[src/rtl/fifo_ctrl_pkg.sv]
// Shared types and pointer-flag helpers for the parametrised FIFO controller.
// Pointer helpers take pointers zero-extended to PTR_MAX_W plus the real address width.
package fifo_ctrl_pkg;

  typedef enum logic [1:0] {IDLE, WRITE, READ, BOTH} fifo_op_t;

  localparam int PTR_MAX_W = 11;

  function automatic logic [PTR_MAX_W-1:0] low_mask(input int aw);
    return PTR_MAX_W'((32'd1 << aw) - 32'd1);
  endfunction

  // Same slot, opposite lap: low bits equal, wrap bit differs.
  function automatic logic flag_full(input logic [PTR_MAX_W-1:0] wp,
                                     input logic [PTR_MAX_W-1:0] rp,
                                     input int aw);
    logic [PTR_MAX_W-1:0] d;
    d = wp ^ rp;
    return ((d & low_mask(aw)) == '0) &&
           ((d & (low_mask(aw + 1) ^ low_mask(aw))) != '0);
  endfunction

  function automatic logic flag_empty(input logic [PTR_MAX_W-1:0] wp,
                                      input logic [PTR_MAX_W-1:0] rp,
                                      input int aw);
    return ((wp ^ rp) & low_mask(aw + 1)) == '0;
  endfunction

endpackage

[src/rtl/fifo_ptr.sv]
// Wrap-bit FIFO pointer: ADDR_W address bits plus one lap bit, increments on inc.
module fifo_ptr #(
  parameter int ADDR_W = 3
) (
  input  logic              clock,
  input  logic              rst,
  input  logic              inc,
  output logic [ADDR_W:0]   ptr
);

  localparam logic [ADDR_W:0] PTR_ONE = {{ADDR_W{1'b0}}, 1'b1};

  always_ff @(posedge clock or negedge rst) begin
    if (!rst) ptr <= '0;
    else if (inc) ptr <= ptr + PTR_ONE;
  end

endmodule

[src/rtl/fifo_ctrl_param.sv]
// Single-clock FIFO pointer/flag controller driving an external dual-port RAM.
// Optional sticky overflow/underflow flags are built when FIFO_ERR_FLAGS_EN is defined.
module fifo_ctrl_param
  import fifo_ctrl_pkg::*;
#(
  parameter int ADDR_W   = 3,
  parameter int AF_LEVEL = (1 << ADDR_W) - 1,
  parameter int AE_LEVEL = 1
) (
  input  logic              clock,
  input  logic              rst,
  input  logic              wr_req,
  input  logic              rd_req,
  input  logic              err_clr,
  output logic              wen,
  output logic              ren,
  output logic [ADDR_W-1:0] w_addr,
  output logic [ADDR_W-1:0] r_addr,
  output logic              full,
  output logic              empty,
  output logic              almost_full,
  output logic              almost_empty,
  output logic [ADDR_W:0]   count,
  output logic              overflow,
  output logic              underflow
);

  localparam logic [ADDR_W:0] CNT_ONE = {{ADDR_W{1'b0}}, 1'b1};

  logic [ADDR_W:0] wp, rp;
  logic            wr_acc, rd_acc;
  fifo_op_t        state, state_nxt;

  fifo_ptr #(.ADDR_W(ADDR_W)) u_wp (.clock(clock), .rst(rst), .inc(wr_acc), .ptr(wp));
  fifo_ptr #(.ADDR_W(ADDR_W)) u_rp (.clock(clock), .rst(rst), .inc(rd_acc), .ptr(rp));

  // Flags come from registered pointers only, so a same-cycle read never rescues a write.
  assign full         = flag_full(PTR_MAX_W'(wp), PTR_MAX_W'(rp), ADDR_W);
  assign empty        = flag_empty(PTR_MAX_W'(wp), PTR_MAX_W'(rp), ADDR_W);
  assign almost_full  = (int'(count) >= AF_LEVEL);
  assign almost_empty = (int'(count) <= AE_LEVEL);

  assign wr_acc = wr_req & ~full;
  assign rd_acc = rd_req & ~empty;

  always_comb begin
    state_nxt = IDLE;
    case ({wr_acc, rd_acc})
      2'b10:   state_nxt = WRITE;
      2'b01:   state_nxt = READ;
      2'b11:   state_nxt = BOTH;
      default: state_nxt = IDLE;
    endcase
  end

  always_ff @(posedge clock or negedge rst) begin
    if (!rst) begin
      state  <= IDLE;
      w_addr <= '0;
      r_addr <= '0;
      count  <= '0;
    end else begin
      state <= state_nxt;
      if (wr_acc) w_addr <= wp[ADDR_W-1:0];
      if (rd_acc) r_addr <= rp[ADDR_W-1:0];
      case ({wr_acc, rd_acc})
        2'b10:   count <= count + CNT_ONE;
        2'b01:   count <= count - CNT_ONE;
        default: count <= count;
      endcase
    end
  end

  assign wen = (state == WRITE) || (state == BOTH);
  assign ren = (state == READ)  || (state == BOTH);

`ifdef FIFO_ERR_FLAGS_EN
  // A set condition on the same edge as err_clr takes priority.
  always_ff @(posedge clock or negedge rst) begin
    if (!rst) begin
      overflow  <= 1'b0;
      underflow <= 1'b0;
    end else begin
      if (wr_req & full)  overflow <= 1'b1;
      else if (err_clr)   overflow <= 1'b0;
      if (rd_req & empty) underflow <= 1'b1;
      else if (err_clr)   underflow <= 1'b0;
    end
  end
`else
  logic unused_err_clr;
  assign unused_err_clr = err_clr;
  assign overflow       = 1'b0;
  assign underflow      = 1'b0;
`endif

endmodule

[config.mk]
export PLATFORM = sky130hd
export DESIGN_NAME = fifo_ctrl_param
export DESIGN_NICKNAME = d
export VERILOG_FILES = /design/src/rtl/fifo_ctrl_pkg.sv /design/src/rtl/fifo_ptr.sv /design/src/rtl/fifo_ctrl_param.sv
export SDC_FILE = /design/constraint.sdc
export NUM_CORES = 1
export LEC_CHECK = 0
export ABC_AREA = 1
export CAP_MARGIN = 20
export CORE_UTILIZATION = 45
export DETAILED_ROUTE_END_ITERATION = 12
export GPL_TIMING_DRIVEN = 0
export PLACE_DENSITY_LB_ADDON = 0.05
export SYNTH_ARGS = -nofsm -noshare
export SYNTH_HDL_FRONTEND = slang
export SYNTH_HIERARCHICAL = 1
export SYNTH_SLANG_ARGS = --single-unit
[constraint.sdc]
create_clock -name clock -period 1.65 [get_ports clock]
set_input_delay 0.33 -clock clock [delete_from_list [all_inputs] [get_ports clock]]
set_output_delay 0.33 -clock clock [all_outputs]
set_load 0.02 [all_outputs]
---- Yosys cells after proc, flatten, opt, wreduce, memory -nomap -nowiden ----
Index checks and enable logic that the tools add are counted.
storage, ports and cells
  flip-flop bits (word level) ............. 20
cells by class
  $add $sub $neg .......................... 4
  order comparisons ....................... 2
  eq/ne operators ......................... 6
  mux-type cells .......................... 2
  bitwise logic cells ..................... 5
  reductions and logical operators ........ 6
operator list
  kind                                                                                  number
  11-bit zero test                                                                      2
  4-bit by 1-bit adder with 4-bit output (second input constant)                        3
  2-bit equality test (second input constant)                                           4
  4-bit one-hot mux with 2 select lines                                                 1
  2-bit one-hot mux with 3 select lines                                                 1
  2-bit by 1-bit equality test with 1-bit output (second input constant)                2
  4-bit by 3-bit greater-or-equal comparator with 1-bit output (second input constant)  1
  4-bit by 1-bit less-or-equal comparator with 1-bit output (second input constant)     1
  4-bit by 1-bit subtractor with 4-bit output (second input constant)                   1
  4-bit bitwise XOR                                                                     1
  1-bit AND                                                                             2
  1-bit logical OR                                                                      2
  1-bit inverter                                                                        2
  2-bit nonzero test                                                                    1
  1-bit logical AND                                                                     1

---- Depth between registers and ports, before layout ----
Gate-level depths: netlist of run 1.
  word-level depth ........................ 7
  gate-level depth with buffers ........... 15
  depth with buffers taken out ............ 15

---- Cells and area by module ----
The synthesis of run 1 kept the hierarchy.
by module, submodules not included
  module           times used  cells an instance  area an instance (um^2)
  fifo_ctrl_param  1           99                 804.5
  fifo_ptr         2           19                 177.7

---- Worst setup path before layout of run 1 ----
OpenSTA, ideal clock, no wires.
  path kind ............................... reg-to-reg
  start point ............................. register u_wp.ptr[2]
  end point ............................... register count[3]
  setup time .............................. 118 ps
  data arrival time ....................... 1661 ps
  required time ........................... 1532 ps
  setup slack ............................. -129 ps
  stages on the path, launching flop included .. 16
  buffers on the path ..................... 0
  clock period less this slack ............ 1779 ps
  path through ............................ dfrtp_1 > inv_1 > nand2_1 > nand2_2 > inv_2 > nor2_4 > nand2_4 > nand2_4 > inv_1 > ha_1 > inv_1 > nand2_1 > o21ai_0 > nand3_1 > xor2_1 > inv_1
between the ends
  elaborated cells between the ends (all ways) .. 12
RTL lines
  item                                                                                   RTL line               text
  start, declared                                                                        fifo_ptr.sv:8          output logic [ADDR_W:0] ptr
  start signal, assigned                                                                 fifo_ptr.sv:15         else if (inc) ptr <= ptr + PTR_ONE;
  4-bit bitwise XOR *                                                                    fifo_ctrl_pkg.sv:26    return ((wp ^ rp) & low_mask(aw + 1)) == '0;
  11-bit zero test *                                                                     fifo_ctrl_pkg.sv:26
  1-bit inverter *                                                                       fifo_ctrl_param.sv:44  assign rd_acc = rd_req & ~empty;
  1-bit AND *                                                                            fifo_ctrl_param.sv:44
  named net rd_acc                                                                       fifo_ctrl_param.sv:31  logic wr_acc, rd_acc;
  2-bit by 1-bit equality test with 1-bit output or 2-bit equality test (tied branches)  fifo_ctrl_param.sv:66  case ({wr_acc, rd_acc})
  4-bit one-hot mux with 2 select lines or 2-bit nonzero test (tied branches)            -
  end signal, assigned                                                                   fifo_ctrl_param.sv:67  2'b10: count <= count + CNT_ONE;
  end signal, assigned                                                                   fifo_ctrl_param.sv:68  2'b01: count <= count - CNT_ONE;
  end signal, assigned                                                                   fifo_ctrl_param.sv:69  default: count <= count;
  end, declared                                                                          fifo_ctrl_param.sv:23  output logic [ADDR_W:0] count,
The timed path passes the listed nets; every way through them passes the cells marked *.
A chain may end at the register's enable or synchronous reset.

---- Worst setup path in the final report of run 1 ----
  start point ............................. register u_rp.ptr[2]
  end point ............................... output port empty
between the ends
  longest elaborated chain between the ends .. 2
RTL lines
  item                    RTL line               text
  start, declared         fifo_ptr.sv:8
  start signal, assigned  fifo_ptr.sv:15
  4-bit bitwise XOR       fifo_ctrl_pkg.sv:26
  11-bit zero test        fifo_ctrl_pkg.sv:26
  end, declared           fifo_ctrl_param.sv:20  output logic empty,
No other way between the ends.

==> results of run 1 <==
==> logic make-up after synthesis <==
| family | after synthesis | synth area share (%) |
|---|---|---|
| buffers and inverters | 30 | 10.36 |
| DFF | 20 | 43.15 |
| AOI/OAI and AO/OA | 10 | 5.502 |
| and+or+nand+nor | 59 | 24.92 |
| xor gates and xnor gates | 8 | 6.041 |
| other | 1 | 0.3233 |
| adders and majority gates | 9 | 9.709 |
==> synthesized netlist by cell type <==
library cell / instances
nand2_2: 4
dfrtp_1: 20
nor2_4: 1
xnor2_1: 1
ha_1: 9
inv_1: 24
nor2_1: 7
nand2_4: 3
a21oi_4: 1
clkinv_1: 1
xor2_1: 7
a21o_1: 1
inv_2: 1
buf_4: 2
nand3_1: 7
nand2_1: 35
nand4_4: 1
clkbuf_1: 2
conb_1: 1
o21ai_1: 2
nor3_1: 1
o21ai_0: 6
==> registers in the layout (all words and copies together), names as in the netlist <==
name / count
w_addr: 3
u_wp/ptr: 4
count: 4
u_rp/ptr: 4
state: 2
r_addr: 3
==> through the flow <==
stage / cell area (um2) / total power, mW / std cells
final: 1737 / 3.469 / 215
after detailed placement: 1420 / 2.689 / 187
after global routing: 1737 / 3.764 / 215
after floorplan: 1192 / 2.113 / 138
after CTS: 1595 / 3.225 / 208
after global placement: 1420 / 2.628 / 187
==> worst register-to-register path, delay by kind of cell, from the launching register on <==
| kind | cells | cell delay [ps] |
|---|---|---|
| buffers and inverters | 4 | 230 |
| flip-flops | 1 | 440 |
| AND/OR/NAND/NOR | 5 | 460 |
| adder cells (fa/ha/maj) | 1 | 290 |
| XOR/XNOR | 1 | 140 |
| AO/OA/AOI/OAI | 1 | 90 |
==> what timing repair did <==
action                     4_1_cts  5_1_grt
pin swaps                        9       15
resized for setup               41       28
setup buffers                   17        7
setup endpoints to repair       12       15
hold endpoints to repair         0        0
==> cell type report <==
class | instances | area [um2] | share of cell area, %
tap | 30 | 37.54 | 2.161
sequential | 20 | 506.7 | 29.18
inverter | 26 | 112.6 | 6.484
clock buffer | 4 | 36.28 | 2.089
buffer | 4 | 22.52 | 1.297
multi-input combinational | 88 | 643.1 | 37.03
timing repair buffer | 43 | 377.9 | 21.76
==> power breakdown <==
group / total [mW] / switching (mW) / internal, mW
Clock: 0.284 / 0.150 / 0.134
Sequential: 0.956 / 0.215 / 0.741
Combinational: 2.23 / 1.20 / 1.03
==> how the worst max path moves through the flow <==
stage | startpoint | end | slack, ps
2_1_floorplan | u_wp/ptr[2] | count[3] | -20
3_3_place_gp | rd_req | count[3] | -240
3_5_place_dp | rd_req | count[3] | -250
4_1_cts | u_rp/ptr[2] | count[3] | -60
5_1_grt | u_rp/ptr[2] | count[2] | -260
6_report | u_rp/ptr[2] | empty | -120
==> routing by layer <==
| layer | vias to the layer above | GRT usage [%] | share of wire (%) |
|---|---|---|---|
| met1 | 476 | 24.64 | 45 |
| met4 | 0 | 7.895 | 0.59 |
| met2 | 15 | 35.86 | 51 |
| li1 | 503 | - | - |
| met5 | - | 0 | 0 |
| met3 | 2 | 2.609 | 3.4 |
==> flow_summary.toml, run 1 <==
[status]
status = "finished, violations left"
violations = "negative setup slack"

[timing]
timing.fmax_ghz = 0.5640
setup_viol = 6
holdWs_ps = 491.5
fin_ws_ps = -122.9
min_period_over_period_pct = 107.5
relSlewSlack_pct = 38.85
timing.final.crit_period_ps = 1773
hold_viol_final = 0
worst_slew_pin_slew_ps = 914.4
drv_slew = 0
tns_ps = -405.2
rsz0062_at_grt = "true"
skew_ps = 5.746

[clock_network]
cts_made_buffers = 3
cts.sinks = 20
cts-root-buf = "clkbuf_4"
hold_buffers = 0
path_clk_slew_ps = 110
cts_buffer_depth = 2
h-tree-depth = 1
cts_tree = "built"
clk_latency_ps = 300

[grt]
track_usage_pct = 20.30
antenna_found_initial = 0
grt_max_degree = 21
grt_pass1_wl_um = 4091
overflow = 0
grt_pass1_vias = 972

[drt]
wl_per_cell_um = 11.78
drt-initial-drc-count = 6
firstDrtPassIters = 4
via_per_inst = 4.633
drc = 0
ant_nets = 0
drt_wl_total_um = 2532
num_vias = 996

[place]
port_buffers = 19
place_ws_ps = -254.8
dp_hpwl_um = 1504
routabilityCongestion = 0.7261

[floorplan]
ios = 23
die_y_um = 52.77
die_area_um2 = 2785
core_area_um2 = 2455
die-width_um = 52.77
initial_core_util_pct = 47.25
num_rows = 18

[worst_hold_path]
hp-class = "reg -> reg"
whs_path_depth = 2
hold_end = "w_addr[2]"
min_from = "w_addr[2]"

[final_layout]
layout_commonest_cell = "nand2_1"
num_antenna_cells = 0
utilization_pct = 70.74
drive_gt1_share_pct = 41.08
layout_common_cells = "30 x nand2_1, 24 x buf_4, 16 x inv_1, 15 x dfrtp_1, 9 x nand2_2"
nNetsFinal = 200
fill_cells = 204
area_growth_pct = 49.73

[worst_setup_path]
cpPeakStageDelay_ps = 430
crit_fanout = 3
crit_required_ps = 1320
worstSetupPathType = "reg -> out"
critPathLaunchType = "flip-flop"
r2r_start = "u_rp/ptr[1]"
crit_slowest_cell = "dfrtp_1"
cp.arrival_ps = 1440
critPathCaptureType = "primary output"
r2r_slack_ps = -100
cp_num_buf_inv = 5
cp.depth = 9
r2r_end = "count[2]"
path_cells = "inv_1 -> nand2_1 -> nand2_2 -> inv_2 -> nor2_4 -> nand2_4 -> buf_6 -> inv_2 -> buf_6"
crit_family = "flip-flops"
reg2reg_depth = 12

[logic_synthesis]
synth_area_leaders = "dfrtp_1 43%, nand2_1 11%, ha_1 9.7%"
yosys.area.top_type_share_pct = 43.15
seq_area_frac_synth_pct = 43.15
synth_area_um2 = 1160
synthCells = 137
yosys_warnings = 6
yosysTopAreaCell = "dfrtp_1"
avgSynthCellArea_um2 = 8.466
post_synth_num_cell_types = 22
synth_seq_cells = 20

[flow_run]
max-cap-violations = 0

[power_and_ir_drop]
power_leakage_nw = 0.9156
p_per_area_nw_per_um2 = 1997
ir_drop_v = 0.001333
Note: power is estimated with default switching activity, not from simulation.
==> inputs of run 2 (changes only) <==
--- a/config.mk
+++ b/config.mk
@@ -7,8 +7,9 @@
 export LEC_CHECK = 0
 export ABC_AREA = 1
 export CAP_MARGIN = 20
-export CORE_UTILIZATION = 45
+export CORE_UTILIZATION = 55
 export DETAILED_ROUTE_END_ITERATION = 12
+export DONT_BUFFER_PORTS = 1
 export GPL_TIMING_DRIVEN = 0
 export PLACE_DENSITY_LB_ADDON = 0.05
 export SYNTH_ARGS = -nofsm -noshare
==> run 2 against run 1 <==
The run still ends with negative setup slack left. Cell count decreased by 8.8%. Final area decreased by 12%. Power decreased by 9.3%. Register-to-register slack got worse by 80 ps. Largest cell class unchanged.
==> flow_summary.toml, run 2 (same netlist as run 1, synthesis figures left out) <==
[worst_setup_path]
critPathCaptureType = "flip-flop"
crit_required_ps = 1850
startpoint = "u_wp/ptr[2]"
cp.arrival_ps = 2030
crit_fanout = 4
critPathLaunchType = "flip-flop"
path_cells = "inv_1 -> nand2_1 -> nand2_2 -> inv_2 -> nor2_4 -> nand2_4 -> nand2_8 -> inv_8 -> ha_4 -> inv_4 -> nand2_1 -> o21ai_1 -> nand3_1 -> xor2_1 -> inv_1"
cpPeakStageDelay_ps = 430
crit_slowest_cell = "dfrtp_1"
worstSetupPathType = "reg -> reg"
r2r_start = "u_wp/ptr[2]"

[grt]
overflow = 0
grt_pass1_vias = 800
antenna_found_initial = 0
grt_pass1_wl_um = 3236
grt_max_degree = 21
track_usage_pct = 20.95

[drt]
num_vias = 944
drt_wl_total_um = 2364
wl_met1_um = 1010
wl_per_cell_um = 12.06
via_per_inst = 4.816
drt-initial-drc-count = 32
drc = 0
firstDrtPassIters = 4
route.met2.wl_um = 1205
top_layer_used = "met4"
routed-wl-met3_um = 124
ant_nets = 0

[floorplan]
die_y_um = 47.92
num_rows = 16
die_area_um2 = 2296
ios = 23
core_area_um2 = 1982
initial_core_util_pct = 58.52
die-width_um = 47.92

[power_and_ir_drop]
p_per_area_nw_per_um2 = 2052
ir_drop_v = 0.001280
power_leakage_nw = 0.8070

[timing]
relSlewSlack_pct = 42.53
timing.fmax_ghz = 0.5458
holdWs_ps = 162.2
worst_slew_pin_slew_ps = 859.3
hold_viol_final = 0
min_period_over_period_pct = 111.0
rsz0062_at_grt = "true"
setup_viol = 7
timing.final.crit_period_ps = 1832
fin_ws_ps = -182.3
skew_ps = 5.530
drv_slew = 0
tns_ps = -642.9

[final_layout]
top_regs = "count: 4 flops, u_rp/ptr: 4 flops, u_wp/ptr: 4 flops"
multi_input_area_um2 = 608.1
nNetsFinal = 185
drive_gt1_share_pct = 39.05
fill_cells = 118
register_area_um2 = 508.0
area_growth_pct = 32.25
layout_common_cells = "33 x nand2_1, 27 x buf_4, 17 x inv_1, 14 x dfrtp_1"
utilization_pct = 77.40
layout_commonest_cell = "nand2_1"
num_antenna_cells = 0
fin_area_um2 = 1534

[place]
place_area_um2 = 1226
place_ws_ps = -205.7
dp_hpwl_um = 1396
port_buffers = 0
routabilityCongestion = 0.7460

[clock_network]
h-tree-depth = 1
path_clk_slew_ps = 110
cts.sinks = 20
cts_buffer_depth = 2
clk_latency_ps = 300
cts_tree = "built"
cts_made_buffers = 3
cts-root-buf = "clkbuf_4"

[flow_run]
max-cap-violations = 0

[worst_hold_path]
hp-class = "in -> reg"
min_from = "rd_req"

[status]
violations = "negative setup slack"
status = "finished, violations left"
==> run 2: final timing paths <==
| check | endpoint | slack [ps] | depth (start not counted) |
|---|---|---|---|
| max reg2reg | count[3] | -180 | 15 |
| max | count[3] | -180 | 15 |
| min | r_addr[1] | 160 | 2 |
| min reg2reg | u_rp/ptr[3] | 550 | 2 |
| min in group asynchronous | w_addr[2] | 570 | 1 |
| max in group asynchronous | u_wp/ptr[0] | 490 | 1 |
==> run 2: where the power goes <==
part | internal, mW | switching (mW) | total [mW]
sequential | 0.743 | 0.415 | 1.16
combinational | 0.806 | 0.952 | 1.76
clock | 0.0851 | 0.146 | 0.231
total | 1.63 | 1.51 | 3.15
==> run 2: area by class of cell <==
type | count | area share (%)
inverters | 26 | 7.749
clock buffers | 3 | 1.468
well taps | 27 | 2.202
plain buffers | 4 | 1.468
flip-flops and latches | 20 | 33.12
repair buffers | 28 | 14.36
multi-input cells | 88 | 39.64
==> run 2: per-layer routing <==
layer	vias up	global-route usage, %
met3	2	4.528
met1	439	25.17
met5	-	0
met4	0	12.78
li1	472	-
met2	31	34.05
==> run 2: what timing repair did <==
action	CTS	global route
hold buffers	1	0
setup buffers	17	10
pin swaps	10	9
endpoints found under the setup margin	7	12
gates resized for setup	17	14
endpoints found under the hold margin	20	0
==> run 2: worst max-delay path: cells and delay by family (launching register included) <==
| family | cells | cell delay [ps] |
|---|---|---|
| AOI/OAI and AO/OA | 1 | 110 |
| xor gates and xnor gates | 1 | 160 |
| adders and majority gates | 1 | 160 |
| buffers and inverters | 5 | 260 |
| DFF | 1 | 430 |
| and+or+nand+nor | 7 | 610 |
==> run 2: metrics by stage <==
stage,total power [mW],cells
floorplan,2.113,138
global placement,2.266,165
detailed placement,2.320,165
CTS,2.903,186
global route,3.422,196
finish,3.147,196
==> inputs of run 3 (changes only) <==
--- a/config.mk
+++ b/config.mk
@@ -10,7 +10,7 @@
 export CORE_UTILIZATION = 55
 export DETAILED_ROUTE_END_ITERATION = 12
 export DONT_BUFFER_PORTS = 1
-export GPL_TIMING_DRIVEN = 0
+export GPL_TIMING_DRIVEN = 1
 export PLACE_DENSITY_LB_ADDON = 0.05
 export SYNTH_ARGS = -nofsm -noshare
 export SYNTH_HDL_FRONTEND = slang
==> run 3 against run 2 <==
The run still ends with negative setup slack left. Flip-flop and latch count unchanged. Count of clock-buffer cells in the layout unchanged. Worst hold slack improved by 1.8 ps. Clock skew decreased by 4.8 ps. Non-clock buffer count decreased by 1. Largest cell class unchanged. Core utilization decreased by 2.1 points. Maximum frequency increased by 4.5%. Highest routed layer unchanged. Global-route usage increased by 0.51 points. Critical endpoint is now count[2]. Clock power decreased by 2%. Die area unchanged. Worst setup slack improved by 79 ps. Cell count decreased by 0.51%.
==> flow_summary.toml, run 3 (same netlist as run 1, synthesis figures left out) <==
[place]
routabilityCongestion = 0.7232
placed_cells = 180
dp_hpwl_um = 1564
port_buffers = 0
place_area_um2 = 1346

[final_layout]
drive_gt1_share_pct = 33.93
fill_cells = 138
layout_common_cells = "32 x nand2_1, 29 x buf_4, 20 x dfrtp_1, 19 x inv_1"
fin_area_um2 = 1491
num_antenna_cells = 0
register_area_um2 = 500.5
top_regs = "count: 4 flops, u_rp/ptr: 4 flops, u_wp/ptr: 4 flops"
layout_commonest_cell = "nand2_1"
multi_input_area_um2 = 585.6
area_growth_pct = 28.59
nNetsFinal = 184
layoutNonFillerInstCount = 195

[drt]
num_vias = 941
wl_per_cell_um = 12.19
ant_nets = 0
drc = 0
firstDrtPassIters = 4
drt_wl_total_um = 2377
drt-initial-drc-count = 20
via_per_inst = 4.826

[timing]
setup_viol = 5
worst_slew_pin_slew_ps = 911.2
holdWs_ps = 163.9
relSlewSlack_pct = 39.05
fin_ws_ps = -103.0
timing.fmax_ghz = 0.5704
skew_ps = 0.7140
timing.final.crit_period_ps = 1753
min_period_over_period_pct = 106.2
rsz0062_at_grt = "true"
hold_viol_final = 0
drv_slew = 0

[grt]
grt.met3_usage_pct = 3.774
antenna_found_initial = 0
grt_pass1_wl_um = 3346
track_usage_pct = 21.46
met2_usage_pct = 34.05
grt_busiest_layer = "met2"
overflow = 0
gr-usage-met1_pct = 28.31
grt_max_degree = 21
grt_pass1_vias = 805

[floorplan]
die_area_um2 = 2296
die-width_um = 47.92
ios = 23
initial_core_util_pct = 58.52
core_area_um2 = 1982
num_rows = 16
die_y_um = 47.92

[clock_network]
h-tree-depth = 1
cts_made_buffers = 3
cts-root-buf = "clkbuf_4"
cts.sinks = 20
cts_buffer_depth = 2
path_clk_slew_ps = 110
cts_tree = "built"
clk_latency_ps = 290

[power_and_ir_drop]
power_leakage_nw = 0.8103
finalPower_mw = 3.124
ir_drop_v = 0.001236
p_per_area_nw_per_um2 = 2094

[status]
violations = "negative setup slack"
status = "finished, violations left"

[worst_hold_path]
hp-class = "in -> reg"

[worst_setup_path]
critPathCaptureType = "flip-flop"
cp.arrival_ps = 1940
critPathLaunchType = "flip-flop"
crit_required_ps = 1840
crit_fanout = 4
worstSetupPathType = "reg -> reg"

[flow_run]
max-cap-violations = 0
[run 3: cell count changes in the layout (fill, tap and decap cells not counted), moves of 2 or more]
cell and delta:
buf_4 +2, clkbuf_1 -2, dfrtp_1 +6, dfrtp_2 -6, inv_1 +2
[run 3: power breakdown]
group	total, mW	switching [mW]	internal (mW)	leakage [nW]
sequential	1.08	0.351	0.729	0.242
combinational	1.82	0.975	0.842	0.555
clock	0.227	0.142	0.0849	0.0138
total	3.12	1.47	1.66	0.810
[run 3: layer usage]
metal	share of wire, %	vias up
met3	4.0	4
li1	-	471
met5	0	-
met4	1.4	0
met2	49	26
met1	45	440
[run 3: worst max-delay path, cell delays in order, from the launching register on]
cell and delay, ps:
dfrtp_1 420, inv_1 60, nand2_1 60, nand2_2 80, buf_4 120, nand4_4 110, nand2_4 120, ha_4 220
inv_1 100, nor2_1 50, o21ai_0 90, xor2_1 170, inv_1 60
[run 3: timing repair]
action | 4_1_cts | 5_1_grt
hold buffers | 1 | 0
hold endpoints to repair | 20 | 0
setup endpoints to repair | 5 | 9
pin swaps | 4 | 10
gates resized for setup | 5 | 8
buffers inserted | 6 | 6
[run 3: area by class of cell]
class	instances	area share (%)
Clock buffer	3	1.510
Inverter	26	7.383
Multi-Input combinational cell	88	39.26
Sequential cell	20	33.56
Tap cell	27	2.265
Timing Repair Buffer	31	16.02
[run 3: worst paths after layout]
check,from,to,slack (ps),cells after the start
max in group asynchronous,rst,u_rp/ptr[3],490,1
min,wr_req,w_addr[0],160,2
min in group asynchronous,rst,r_addr[2],610,1
max,u_rp/ptr[2],count[2],-100,12
max reg2reg,u_rp/ptr[2],count[2],-100,12
min reg2reg,u_wp/ptr[3],u_wp/ptr[3],550,2
[run 3: metrics by stage]
stage               setup TNS, ps  setup WS, ps  util (%)
floorplan                  -23.60        -22.08         -
global placement           -41.57        -22.63     67.93
detailed placement         -103.6        -77.32     67.93
CTS                        -180.8        -82.59     72.22
global route                -1398        -265.5     75.25
finish                     -326.9        -103.0     75.25
